**src/rtl/tmds_pkg.sv**
```systemverilog
`default_nettype none
// ============================================================================
//  Module      : tmds_pkg
//  Description : Shared TMDS definitions: word width, the four control tokens
//                and the deserializer state encoding. The encode side reuses
//                the same token constants.
//  Revision    : 1.0 - initial release
// ============================================================================
package tmds_pkg;

    localparam int c_TMDS_WORD_W = 10;

    localparam logic [c_TMDS_WORD_W-1:0] c_CTRL0 = 10'b1101010100;
    localparam logic [c_TMDS_WORD_W-1:0] c_CTRL1 = 10'b0010101011;
    localparam logic [c_TMDS_WORD_W-1:0] c_CTRL2 = 10'b0101010100;
    localparam logic [c_TMDS_WORD_W-1:0] c_CTRL3 = 10'b1010101011;

    typedef enum logic [1:0] {
        ST_HUNT    = 2'd0,
        ST_CONFIRM = 2'd1,
        ST_LOCKED  = 2'd2
    } deser_state_t;

    // True when the word is any of the four control tokens.
    function automatic logic is_ctrl_token(input logic [c_TMDS_WORD_W-1:0] word);
        return (word == c_CTRL0) || (word == c_CTRL1) ||
               (word == c_CTRL2) || (word == c_CTRL3);
    endfunction

    // Index of the control token (0 when the word is not a token).
    function automatic logic [1:0] ctrl_token_index(input logic [c_TMDS_WORD_W-1:0] word);
        logic [1:0] idx;
        idx = 2'd0;
        if (word == c_CTRL1) idx = 2'd1;
        if (word == c_CTRL2) idx = 2'd2;
        if (word == c_CTRL3) idx = 2'd3;
        return idx;
    endfunction

endpackage
`default_nettype wire

```
**src/rtl/tmds_decoder_10b8b.sv**
```systemverilog
`default_nettype none
// ============================================================================
//  Module      : tmds_decoder_10b8b
//  Description : Purely combinational TMDS 10b->8b decode of one aligned word.
//                Flags control tokens and reports their index; otherwise
//                undoes the optional inversion and the XOR/XNOR chain.
//  Revision    : 1.0 - initial release
// ============================================================================
module tmds_decoder_10b8b
    import tmds_pkg::*;
(
    input  logic [c_TMDS_WORD_W-1:0] i_word,
    output logic                     o_is_ctrl,
    output logic [1:0]               o_ctrl_idx,
    output logic [7:0]               o_pix_data
);

    logic [7:0] w_q;

    // Undo inversion (bit 9) then the transition-minimising chain (bit 8 = XOR).
    always_comb begin
        o_is_ctrl  = is_ctrl_token(i_word);
        o_ctrl_idx = ctrl_token_index(i_word);
        w_q        = i_word[9] ? ~i_word[7:0] : i_word[7:0];
        o_pix_data = 8'd0;
        o_pix_data[0] = w_q[0];
        for (int i = 1; i < 8; i++) begin
            o_pix_data[i] = (w_q[i] ^ w_q[i-1]) ^ ~i_word[8];
        end
    end

endmodule
`default_nettype wire

```
**src/rtl/tmds_deserializer.sv**
```systemverilog
`default_nettype none
// ============================================================================
//  Module      : tmds_deserializer
//  Description : Bit-clock TMDS channel deserializer. Hunts for control tokens
//                to recover 10-bit alignment, confirms LOCK_COUNT aligned
//                tokens, then emits aligned words with a one-cycle strobe.
//                Optional macro TMDS_DESER_DECODE_EN adds registered 10b->8b
//                decode outputs (pix_data, ctrl, de).
//  Revision    : 1.0 - initial release
// ============================================================================
module tmds_deserializer
    import tmds_pkg::*;
#(
    parameter int LOCK_COUNT = 4
)
(
    input  logic                     fast_clk,
    input  logic                     rst,
    input  logic                     q_in_p,
    input  logic                     relock,
    output logic [c_TMDS_WORD_W-1:0] data_out,
    output logic                     data_valid,
    output logic                     locked
`ifdef TMDS_DESER_DECODE_EN
    ,
    output logic [7:0]               pix_data,
    output logic [1:0]               ctrl,
    output logic                     de
`endif
);

    localparam logic [3:0] c_LOCK_CNT = 4'(LOCK_COUNT);

    deser_state_t             r_state;
    deser_state_t             w_next_state;
    logic [c_TMDS_WORD_W-1:0] r_win;
    logic [3:0]               r_phase;
    logic [3:0]               w_next_phase;
    logic [3:0]               r_match_cnt;
    logic [3:0]               w_next_match_cnt;
    logic                     w_is_token;
    logic                     w_load_word;
    logic [c_TMDS_WORD_W-1:0] r_data_out;
    logic                     r_data_valid;
    logic                     r_locked;

    assign w_is_token = is_ctrl_token(r_win);
    assign data_out   = r_data_out;
    assign data_valid = r_data_valid;
    assign locked     = r_locked;

    // State, phase and token-count registers.
    always_ff @(posedge fast_clk) begin
        if (rst) begin
            r_state     <= ST_HUNT;
            r_phase     <= 4'd0;
            r_match_cnt <= 4'd0;
        end else begin
            r_state     <= w_next_state;
            r_phase     <= w_next_phase;
            r_match_cnt <= w_next_match_cnt;
        end
    end

    // Next-state logic: hunt on every cycle, confirm/emit only at phase 0.
    always_comb begin
        w_next_state     = r_state;
        w_next_phase     = (r_phase == 4'd9) ? 4'd0 : r_phase + 4'd1;
        w_next_match_cnt = r_match_cnt;
        w_load_word      = 1'b0;
        case (r_state)
            ST_HUNT: begin
                w_next_phase = 4'd0;
                if (w_is_token) begin
                    w_next_phase     = 4'd1;
                    w_next_match_cnt = 4'd1;
                    w_next_state     = (c_LOCK_CNT == 4'd1) ? ST_LOCKED : ST_CONFIRM;
                end
            end
            ST_CONFIRM: begin
                if (relock) begin
                    w_next_state     = ST_HUNT;
                    w_next_phase     = 4'd0;
                    w_next_match_cnt = 4'd0;
                end else if (r_phase == 4'd0) begin
                    if (w_is_token) begin
                        w_next_match_cnt = r_match_cnt + 4'd1;
                        if (r_match_cnt + 4'd1 == c_LOCK_CNT) begin
                            w_next_state = ST_LOCKED;
                        end
                    end else begin
                        w_next_state     = ST_HUNT;
                        w_next_phase     = 4'd0;
                        w_next_match_cnt = 4'd0;
                    end
                end
            end
            ST_LOCKED: begin
                if (relock) begin
                    w_next_state     = ST_HUNT;
                    w_next_phase     = 4'd0;
                    w_next_match_cnt = 4'd0;
                end else if (r_phase == 4'd0) begin
                    w_load_word = 1'b1;
                end
            end
            default: begin
                w_next_state     = ST_HUNT;
                w_next_phase     = 4'd0;
                w_next_match_cnt = 4'd0;
            end
        endcase
    end

    // Serial shift window (newest bit at the top) and the aligned-word outputs.
    always_ff @(posedge fast_clk) begin
        if (rst) begin
            r_win        <= '0;
            r_data_out   <= '0;
            r_data_valid <= 1'b0;
            r_locked     <= 1'b0;
        end else begin
            r_win        <= {q_in_p, r_win[c_TMDS_WORD_W-1:1]};
            r_data_valid <= w_load_word;
            r_locked     <= (w_next_state == ST_LOCKED);
            if (w_load_word) begin
                r_data_out <= r_win;
            end
        end
    end

`ifdef TMDS_DESER_DECODE_EN
    logic       w_dec_is_ctrl;
    logic [1:0] w_dec_ctrl_idx;
    logic [7:0] w_dec_pix;
    logic [7:0] r_pix_data;
    logic [1:0] r_ctrl;
    logic       r_de;

    tmds_decoder_10b8b u_dec (
        .i_word     (r_win),
        .o_is_ctrl  (w_dec_is_ctrl),
        .o_ctrl_idx (w_dec_ctrl_idx),
        .o_pix_data (w_dec_pix)
    );

    // Decode outputs update alongside data_valid; ctrl holds across data words.
    always_ff @(posedge fast_clk) begin
        if (rst) begin
            r_pix_data <= 8'd0;
            r_ctrl     <= 2'd0;
            r_de       <= 1'b0;
        end else if (w_load_word) begin
            if (w_dec_is_ctrl) begin
                r_pix_data <= 8'd0;
                r_ctrl     <= w_dec_ctrl_idx;
                r_de       <= 1'b0;
            end else begin
                r_pix_data <= w_dec_pix;
                r_de       <= 1'b1;
            end
        end
    end

    assign pix_data = r_pix_data;
    assign ctrl     = r_ctrl;
    assign de       = r_de;
`endif

endmodule
`default_nettype wire

```
**config.mk**
```make
export PLATFORM = sky130hd
export DESIGN_NAME = tmds_deserializer
export DESIGN_NICKNAME = d
export VERILOG_FILES = /design/src/rtl/tmds_pkg.sv /design/src/rtl/tmds_decoder_10b8b.sv /design/src/rtl/tmds_deserializer.sv
export SDC_FILE = /design/constraint.sdc
export NUM_CORES = 1
export LEC_CHECK = 0
export BUFFER_PORTS_ARGS = -buffer_cell sky130_fd_sc_hd__buf_2
export CORE_MARGIN = 2
export CORE_UTILIZATION = 56
export CTS_BUF_LIST = sky130_fd_sc_hd__clkbuf_4 sky130_fd_sc_hd__clkbuf_8 sky130_fd_sc_hd__clkbuf_16
export CTS_CLUSTER_SIZE = 24
export DETAILED_ROUTE_END_ITERATION = 8
export HOLD_SLACK_MARGIN = 0.15
export PLACE_DENSITY = 0.83
export REMOVE_ABC_BUFFERS = 1
export SLEW_MARGIN = 20
export SYNTH_ARGS = -nofsm -noshare
export SYNTH_HDL_FRONTEND = slang
export SYNTH_SLANG_ARGS = --single-unit
```
**constraint.sdc**
```tcl
create_clock -name fast_clk -period 1.6 [get_ports fast_clk]
set_input_delay 0.24 -clock fast_clk [delete_from_list [all_inputs] [get_ports fast_clk]]
set_output_delay 0.24 -clock fast_clk [all_outputs]
set_load 0.005 [all_outputs]
```
==> results of run 1 <==
## per-stage QoR
step / util / TNS (ps) / total power [mW] / setup WS [ps] / area, sq um
final: 0.734 / 0 / 1.31 / 30.6 / 1650
after floorplan: - / -1700 / 0.828 / -162 / 1310
after detailed placement: 0.665 / -186 / 0.848 / -70.0 / 1500
after CTS: 0.702 / 0 / 1.32 / 7.40 / 1580
after global placement: 0.665 / -24.9 / 0.847 / -13.7 / 1500
after global routing: 0.734 / -117 / 1.36 / -42.1 / 1650
## sequential cells by signal, summed over array words and instances (netlist names)
| signal | cells |
|---|---|
| data_valid | 1 |
| r_phase | 4 |
| locked | 1 |
| r_state | 2 |
| r_match_cnt | 4 |
| data_out | 10 |
| r_win | 10 |
## cell families after synthesis
logic type,after synthesis,share of synthesized area
DFF,32,0.473
and+or+nand+nor,73,0.307
adders and majority gates,2,0.0185
buffers and inverters,10,0.0379
AOI/OAI and AO/OA,32,0.138
xor gates and xnor gates,4,0.0259
## worst max-delay path by stage
stage / to / slack (ps) / depth (start not counted)
5_1_grt: r_match_cnt[1] / -40 / 6
3_5_place_dp: r_match_cnt[3] / -70 / 4
6_report: r_match_cnt[2] / 30 / 6
2_1_floorplan: data_out[0] / -160 / 5
4_1_cts: locked / 7 / 4
3_3_place_gp: locked / -10 / 4
## routing by layer
metal / vias to the layer above / GRT usage
met2: 31 / 0.385
met1: 574 / 0.296
met4: 0 / 0.115
met3: 7 / 0.0932
li1: 588 / -
met5: - / 0
## layout by cell type (no fill, tap or decap), types with 4 or more instances in the layout
master / instances
nand2b_1: 6
a21oi_1: 15
nand2_1: 16
nand3_1: 12
buf_2: 15
o21ai_0: 4
nor2_1: 9
buf_4: 14
clkbuf_4: 5
dfxtp_1: 28
nor2b_1: 11
## power breakdown
part	internal [mW]	total [mW]	leakage, nW	switching, mW
Combinational	0.0121	0.0310	0.351	0.0189
Clock	0.209	0.478	0.0380	0.270
Sequential	0.798	0.802	0.260	0.00329
Total	1.02	1.31	0.649	0.292
## cell type report
cell class	count	share of cell area
Multi-Input combinational cell	111	0.433
Sequential cell	32	0.392
Timing Repair Buffer	30	0.115
Clock buffer	6	0.0310
Tap cell	28	0.0212
Clock inverter	2	0.00605
Inverter	1	0.00227
## what timing repair did
| action | CTS | global route |
|---|---|---|
| gates resized for setup | 4 | 15 |
| pin swaps | 0 | 6 |
| setup buffers | 0 | 3 |
| hold endpoints to repair | 1 | 0 |
| hold buffers | 1 | 0 |
| endpoints found under the setup margin | 12 | 20 |
==> run_results.csv, run 1 <==
group,metric,value,unit
worst_setup_path,cpMaxStageDelayCell,"dfxtp_1",
grt,grt-ovfl-total,0,
finish,antenna_cells,0,
cts,cts_buffers,5,
floorplanning,fp.dieW,53.2,microns
worst_setup_path,startpoint,"r_win[7]",
logic_synthesis,netlist_instances,153,
timing,max_freq,0.637,GHz
timing,setup_viol,0,
finish,multi_input_area,716,sq um
logic_synthesis,synth_async_sr_flop_share,0,
worst_setup_path,critPathMaxStageDelay,360,ps
timing,drv_slew,0,
worst_hold_path,hp-start,"relock",
cts,clk_latency,340,ps
logic_synthesis,yosys_register_bits,32,
drt,wl_per_cell,14.3,microns
cts,cts.sink_count,32,
logic_synthesis,seq_area_frac_synth,0.473,
finish,nets,187,
drt,routed-via-count,1200,
worst_setup_path,critPathTopFamily,"simple AND/OR/NAND/NOR gates",
floorplanning,die_area,2830,sq um
floorplanning,io-pin-count,16,
worst_setup_path,rr_endpoint,"r_match_cnt[2]",
logic_synthesis,syn-cell-area,1360,sq um
timing,skew,11.6,ps
worst_setup_path,worstPathCellList,"nor4b_2, nand4b_1, nand2_1, buf_4, o31a_1, o22ai_1",
grt,grt_max_degree,21,
logic_synthesis,synth_top_cell_area_share,0.473,
worst_setup_path,crit_type,"flop to flop",
place,gp_congestion,0.886,
cts,h-tree-depth,2,
cts,root_buffer,"clkbuf_4",
logic_synthesis,synth.area.top_cells,"dfxtp_1 (47%), a21oi_1 (5.9%), nor2b_1 (5.1%)",
grt,first_global_vias,1060,
floorplanning,start_util,0.601,
drt,drt-total-wl,3010,microns
floorplanning,rows,17,
drt,wl_met1,1350,microns
drt,routed-wl-met3,136,microns
drt,drc,0,
worst_setup_path,cp-end-kind,"flop",
worst_setup_path,crit_path_max_fanout,6,
logic_synthesis,ys_top_cells_by_count,"dfxtp_1 (32), nand2_1 (17), a21oi_1 (16)",
logic_synthesis,ys_warn_count,0,
timing,fin_hold_ws,207,ps
place,place_hpwl,2050,microns
drt,viasPerCell,5.71,
logic_synthesis,ys.flop_type,"dfxtp_1",
worst_setup_path,critPathArrivalTime,1800,ps
grt,grt.total_usage,0.246,
timing,finalCritPeriodShare,0.981,
pwr,p_per_area,793,nW/um^2
cts,clk_path_buf_depth,2,
drt,initialDrtViolationCount,34,
worst_hold_path,holdCritPathClass,"input pin to flop",
outcome,run_status,"completed",
finish,stdcell_count,210,
timing,final_hold_viol_count,0,
grt,grt_pass1_wl,4800,microns
drt,drtPass1Iterations,4,
logic_synthesis,yosysTopAreaCell,"dfxtp_1",
worst_hold_path,hold_depth,2,
worst_setup_path,r2r_slack,30,ps
timing,worst-slew-pin-transition,369,ps
finish,syn_to_final_growth,22.1,%
floorplanning,die_h,53.2,microns
logic_synthesis,synthDistinctLibCells,35,
job,drv_cap,0,
drt,routed.top_layer,"met4",
floorplanning,core,2250,sq um
timing,min_period,1570,ps
pwr,p_leak,0.649,nW
drt,postRouteAntennaNets,0,
drt,wl_met2,1460,microns
worst_setup_path,r2r_start,"r_win[7]",
place,portBuffers,15,
cts,cts_tree,"yes",
logic_synthesis,synth_edf_count,0,
worst_hold_path,hold_end,"locked",
worst_setup_path,rr_worst_depth,6,
worst_setup_path,worst-path-buf-inv,1,
grt,antenna_found_initial,0,
place,dp.cells,198,
worst_setup_path,start_kind,"flop",
worst_setup_path,required,1830,ps
finish,layout-drive-gt1-share,0.302,
finish,fill_cells,181,
cts,clkSlewWorstSetupHoldPaths,100,ps
timing,slew_headroom,0.754,
logic_synthesis,syn_area_per_cell,8.86,sq um
finish,seq_area,648,sq um
logic_synthesis,yosysMostFrequentCell,"dfxtp_1",
pwr,vdd.ir_drop.worst,0.000850,V
No activity file was read; power rests on OpenSTA's default activity.
==> inputs of run 2 (changes only) <==
BUFFER_PORTS_ARGS = -buffer_cell sky130_fd_sc_hd__clkbuf_2   (was -buffer_cell sky130_fd_sc_hd__buf_2)
CORE_UTILIZATION = 60   (was 56)
PLACE_DENSITY = 0.88   (was 0.83)
clock period = 1.96 ns   (was 1.6 ns; I/O delays follow)
==> run_results.csv, run 2 (synthesis results as in run 1) <==
group,metric,value,unit
worst_setup_path,crit_path_max_fanout,8,
place,dp.cells,190,
grt,grt-ovfl-total,0,
worst_setup_path,cp-end-kind,"flop",
timing,fin_ws,247,ps
outcome,run_status,"completed",
worst_setup_path,required,2200,ps
worst_setup_path,r2r_start,"r_phase[0]",
timing,final_hold_viol_count,0,
place,place_hpwl,1850,microns
cts,h-tree-depth,2,
timing,max_freq,0.584,GHz
drt,drt-total-wl,2660,microns
timing,worst-slew-pin-transition,613,ps
grt,first_global_vias,1053,
finish,final_common_cell,"dfxtp_1",
place,dpl_worst_slack,244,ps
timing,fin_tns_setup,0,ps
floorplanning,start_util,0.625,
grt,antenna_found_initial,0,
floorplanning,io-pin-count,16,
drt,initialDrtViolationCount,31,
timing,drv_slew,0,
worst_hold_path,holdCritPathClass,"input pin to flop",
drt,viasPerCell,5.74,
place,dpl_cell_area,1440,sq um
place,gp_congestion,0.938,
worst_setup_path,start_kind,"flop",
cts,cts_buffers,5,
cts,clk_path_buf_depth,2,
finish,postLayoutCellArea,1520,sq um
floorplanning,core,2170,sq um
floorplanning,fp.dieW,51.5,microns
timing,slew_headroom,0.591,
cts,clkSlewWorstSetupHoldPaths,100,ps
drt,routed-via-count,1136,
finish,nets,175,
cts,ctsHoldBuffers,0,
pwr,p_per_area,776,nW/um^2
finish,stdcell_count,198,
timing,fin_hold_ws,167,ps
worst_hold_path,hp-start,"q_in_p",
timing,skew,15.4,ps
cts,cts.sink_count,32,
cts,cts_tree,"yes",
drt,drc,0,
pwr,p_leak,0.572,nW
floorplanning,die_area,2650,sq um
finish,layout-drive-gt1-share,0.182,
job,drv_cap,0,
cts,clk_latency,330,ps
finish,antenna_cells,0,
floorplanning,die_h,51.5,microns
floorplanning,rows,17,
timing,setup_viol,0,
worst_setup_path,startpoint,"r_phase[0]",
place,portBuffers,15,
finish,final_cell_mix,"dfxtp_1 (32), nand2_1 (17), a21oi_1 (16)",
finish,fin_util,0.701,
drt,drtPass1Iterations,5,
pwr,vdd.ir_drop.worst,0.000543,V
cts,postCtsSetupBuffers,0,
worst_setup_path,crit_type,"flop to flop",
drt,postRouteAntennaNets,0,
cts,root_buffer,"clkbuf_4",
finish,syn_to_final_growth,12.2,%
pwr,power,1.18,mW
timing,rsz0062_at_grt,"no",
worst_setup_path,critPathArrivalTime,1950,ps
timing,min_period,1710,ps
finish,fill_cells,183,
drt,wl_per_cell,13.4,microns
grt,grt_max_degree,22,
timing,finalCritPeriodShare,0.874,
grt,grt.total_usage,0.238,
grt,grt_pass1_wl,4550,microns
==> run 2: cell types whose count changed in the layout (fill, tap and decap cells not counted), sizes merged <==
cell / before / now
buf: 29 / 3
bufinv: 0 / 1
clkbuf: 6 / 21
clkinv: 2 / 1
dlygate4sd3: 1 / 0
==> run 2: layout make-up <==
class,instances,area [sq um],area share
clock buffer,6,45.0,0.0296
tap,28,35.0,0.0230
clock inverter,2,35.0,0.0230
multi-input combinational,111,663,0.436
timing repair buffer,18,97.6,0.0642
inverter,1,3.75,0.00247
sequential,32,641,0.421
==> run 2: per-layer routing <==
layer / up-vias / global-route usage / wire, microns
met1: 529 / 0.312 / 1180
met2: 36 / 0.346 / 1250
li1: 566 / - / -
met3: 5 / 0.0690 / 169
met5: - / 0 / 0
met4: 0 / 0.145 / 51
==> run 2: path summary, 6_finish.rpt <==
kind | slack (ps) | cells after the start | endpoint
max | 250 | 4 | r_state[1]
min | 170 | 2 | r_win[9]
max reg2reg | 250 | 4 | r_state[1]
min reg2reg | 470 | 2 | data_out[1]
==> run 2: what timing repair did <==
action                                  4_1_cts  5_1_grt
endpoints found under the hold margin         0        0
resized for setup                             0        1
endpoints found under the setup margin        0        1
==> run 2: worst max-delay path, stage by stage (launching register included) <==
cell	delay, ps
dfxtp_1	410
nor4_4	500
and4_1	280
o2111ai_1	140
a211oi_1	300
==> run 2: power by group <==
group          total, mW  internal (mW)  switching [mW]
Sequential         0.656          0.653         0.00271
Clock              0.502          0.281           0.220
Combinational     0.0219        0.00819          0.0137
Total               1.18          0.942           0.237
==> inputs of run 3 (changes only) <==
CORE_UTILIZATION = 25   (was 60)
PLACE_DENSITY = 0.47   (was 0.88)
clock period = 1.7 ns   (was 1.96 ns; I/O delays follow)
==> run_results.csv, run 3 (synthesis results as in run 1) <==
group,metric,value,unit
timing,slew_headroom,0.673,
pwr,vdd.ir_drop.worst,0.000231,V
worst_hold_path,holdCritPathClass,"input pin to flop",
pwr,p_per_area,913,nW/um^2
pwr,clock_power_share,0.485,
finish,final_common_cell,"dfxtp_1",
pwr,p_leak,0.616,nW
finish,nets,180,
floorplanning,io-pin-count,16,
pwr,switching_share,0.203,
cts,clkSlewWorstSetupHoldPaths,70,ps
grt,antenna_found_initial,0,
worst_setup_path,rr_endpoint,"r_match_cnt[3]",
worst_setup_path,cp-end-kind,"flop",
finish,stdcell_count,245,
cts,cts_tree,"yes",
pwr,power_frac_comb,0.018,
finish,final_cell_mix,"dfxtp_1 (31), a21oi_1 (16), nand2_1 (15), clkbuf_2 (15), nand3_1 (12)",
grt,grt_pass1_wl,4840,microns
outcome,run_status,"completed",
finish,postLayoutCellArea,1670,sq um
worst_setup_path,rr_worst_depth,4,
worst_setup_path,crit_path_max_fanout,6,
worst_setup_path,start_kind,"flop",
worst_setup_path,r2r_start,"r_phase[1]",
cts,cts_buffers,5,
job,drv_cap,0,
place,place_hpwl,2070,microns
finish,syn_to_final_growth,23.2,%
cts,clk_latency,280,ps
grt,grt-ovfl-total,0,
grt,grt.total_usage,0.103,
floorplanning,rows,26,
timing,max_freq,0.622,GHz
timing,min_period,1610,ps
timing,fin_hold_ws,181,ps
finish,layout-drive-gt1-share,0.234,
timing,drv_slew,0,
cts,clk_path_buf_depth,2,
grt,grt_max_degree,23,
worst_setup_path,r2r_slack,90,ps
drt,routed-via-count,1121,
finish,fill_cells,543,
place,dpl_cell_area,1530,sq um
floorplanning,start_util,0.262,
floorplanning,core,5170,sq um
worst_setup_path,required,1870,ps
worst_setup_path,critPathArrivalTime,1780,ps
worst_setup_path,startpoint,"r_phase[1]",
drt,drtPass1Iterations,4,
place,dp.cells,237,
drt,drt-total-wl,2900,microns
drt,postRouteAntennaNets,0,
timing,worst-slew-pin-transition,490,ps
finish,antenna_cells,0,
pwr,internal-power,1.22,mW
timing,final_hold_viol_count,0,
worst_setup_path,cp-endpoint,"r_match_cnt[3]",
timing,rsz0062_at_grt,"no",
pwr,power,1.52,mW
cts,cts.sink_count,32,
pwr,p_sw,309,uW
drt,wl_per_cell,11.9,microns
timing,setup_viol,0,
drt,viasPerCell,4.58,
drt,initialDrtViolationCount,65,
cts,h-tree-depth,2,
cts,root_buffer,"clkbuf_8",
worst_setup_path,crit_type,"flop to flop",
timing,finalCritPeriodShare,0.946,
floorplanning,die_area,6020,sq um
worst_hold_path,hp-start,"q_in_p",
timing,fin_tns_setup,0,ps
drt,drc,0,
pwr,seqPwrFrac,0.496,
floorplanning,die_h,77.6,microns
place,portBuffers,15,
floorplanning,fp.dieW,77.6,microns
grt,first_global_vias,1006,
place,gp_congestion,0.783,
timing,skew,2.80,ps
==> run 3: power by group through the flow <==
stage                     Clock [mW]  Combinational [mW]  Sequential (mW)
after global routing           0.781              0.0313            0.756
after global placement             0              0.0265            0.773
after CTS                      0.760              0.0276            0.756
after floorplan                    0             0.00685            0.772
after detailed placement           0              0.0275            0.773
final                          0.740              0.0281            0.756
==> run 3: area by class of cell <==
cell class | instances | area (sq um) | share of cell area
well taps | 70 | 87.6 | 0.0525
inverters | 1 | 3.75 | 0.00225
repair buffers | 23 | 135 | 0.0810
flip-flops and latches | 32 | 642 | 0.385
clock inverters | 2 | 35.0 | 0.0210
multi-input cells | 111 | 689 | 0.413
clock buffers | 6 | 76.3 | 0.0457
==> run 3: how the worst min path moves through the flow <==
stage                  end  slack, ps  depth (start not counted)
6_report          r_win[9]        180                          2
5_1_grt           r_win[9]        210                          2
4_1_cts           r_win[9]        180                          2
3_5_place_dp   data_out[8]        450                          2
3_3_place_gp   data_out[1]        450                          2
2_1_floorplan  data_out[0]        320                          1
==> run 3: routing by layer <==
| metal | wire length (microns) | global-route usage |
|---|---|---|
| met1 | 1300 | 0.130 |
| met2 | 1380 | 0.161 |
| met3 | 160 | 0.0279 |
| met4 | 66 | 0.0536 |
| met5 | 0 | 0 |
==> run 3: stage by stage <==
stage | util | setup WS (ps)
finish | 0.323 | 91.6
floorplan | - | -61.7
global route | 0.323 | 12.8
CTS | 0.317 | 18.7
detailed placement | 0.296 | 28.9
global placement | 0.296 | 58.4
==> run 3: timing repair <==
item                                    4_1_cts  5_1_grt
setup buffers                                 0        0
endpoints found under the setup margin        0       12
gates resized for setup                       0        7
hold buffers                                  0        0
==> run 3: worst max-delay path: stages, from the launching register on <==
cell     delay (ps)
dfxtp_1         380
or4_4           600
a21oi_4         200
o31a_1          210
o21ai_0         100
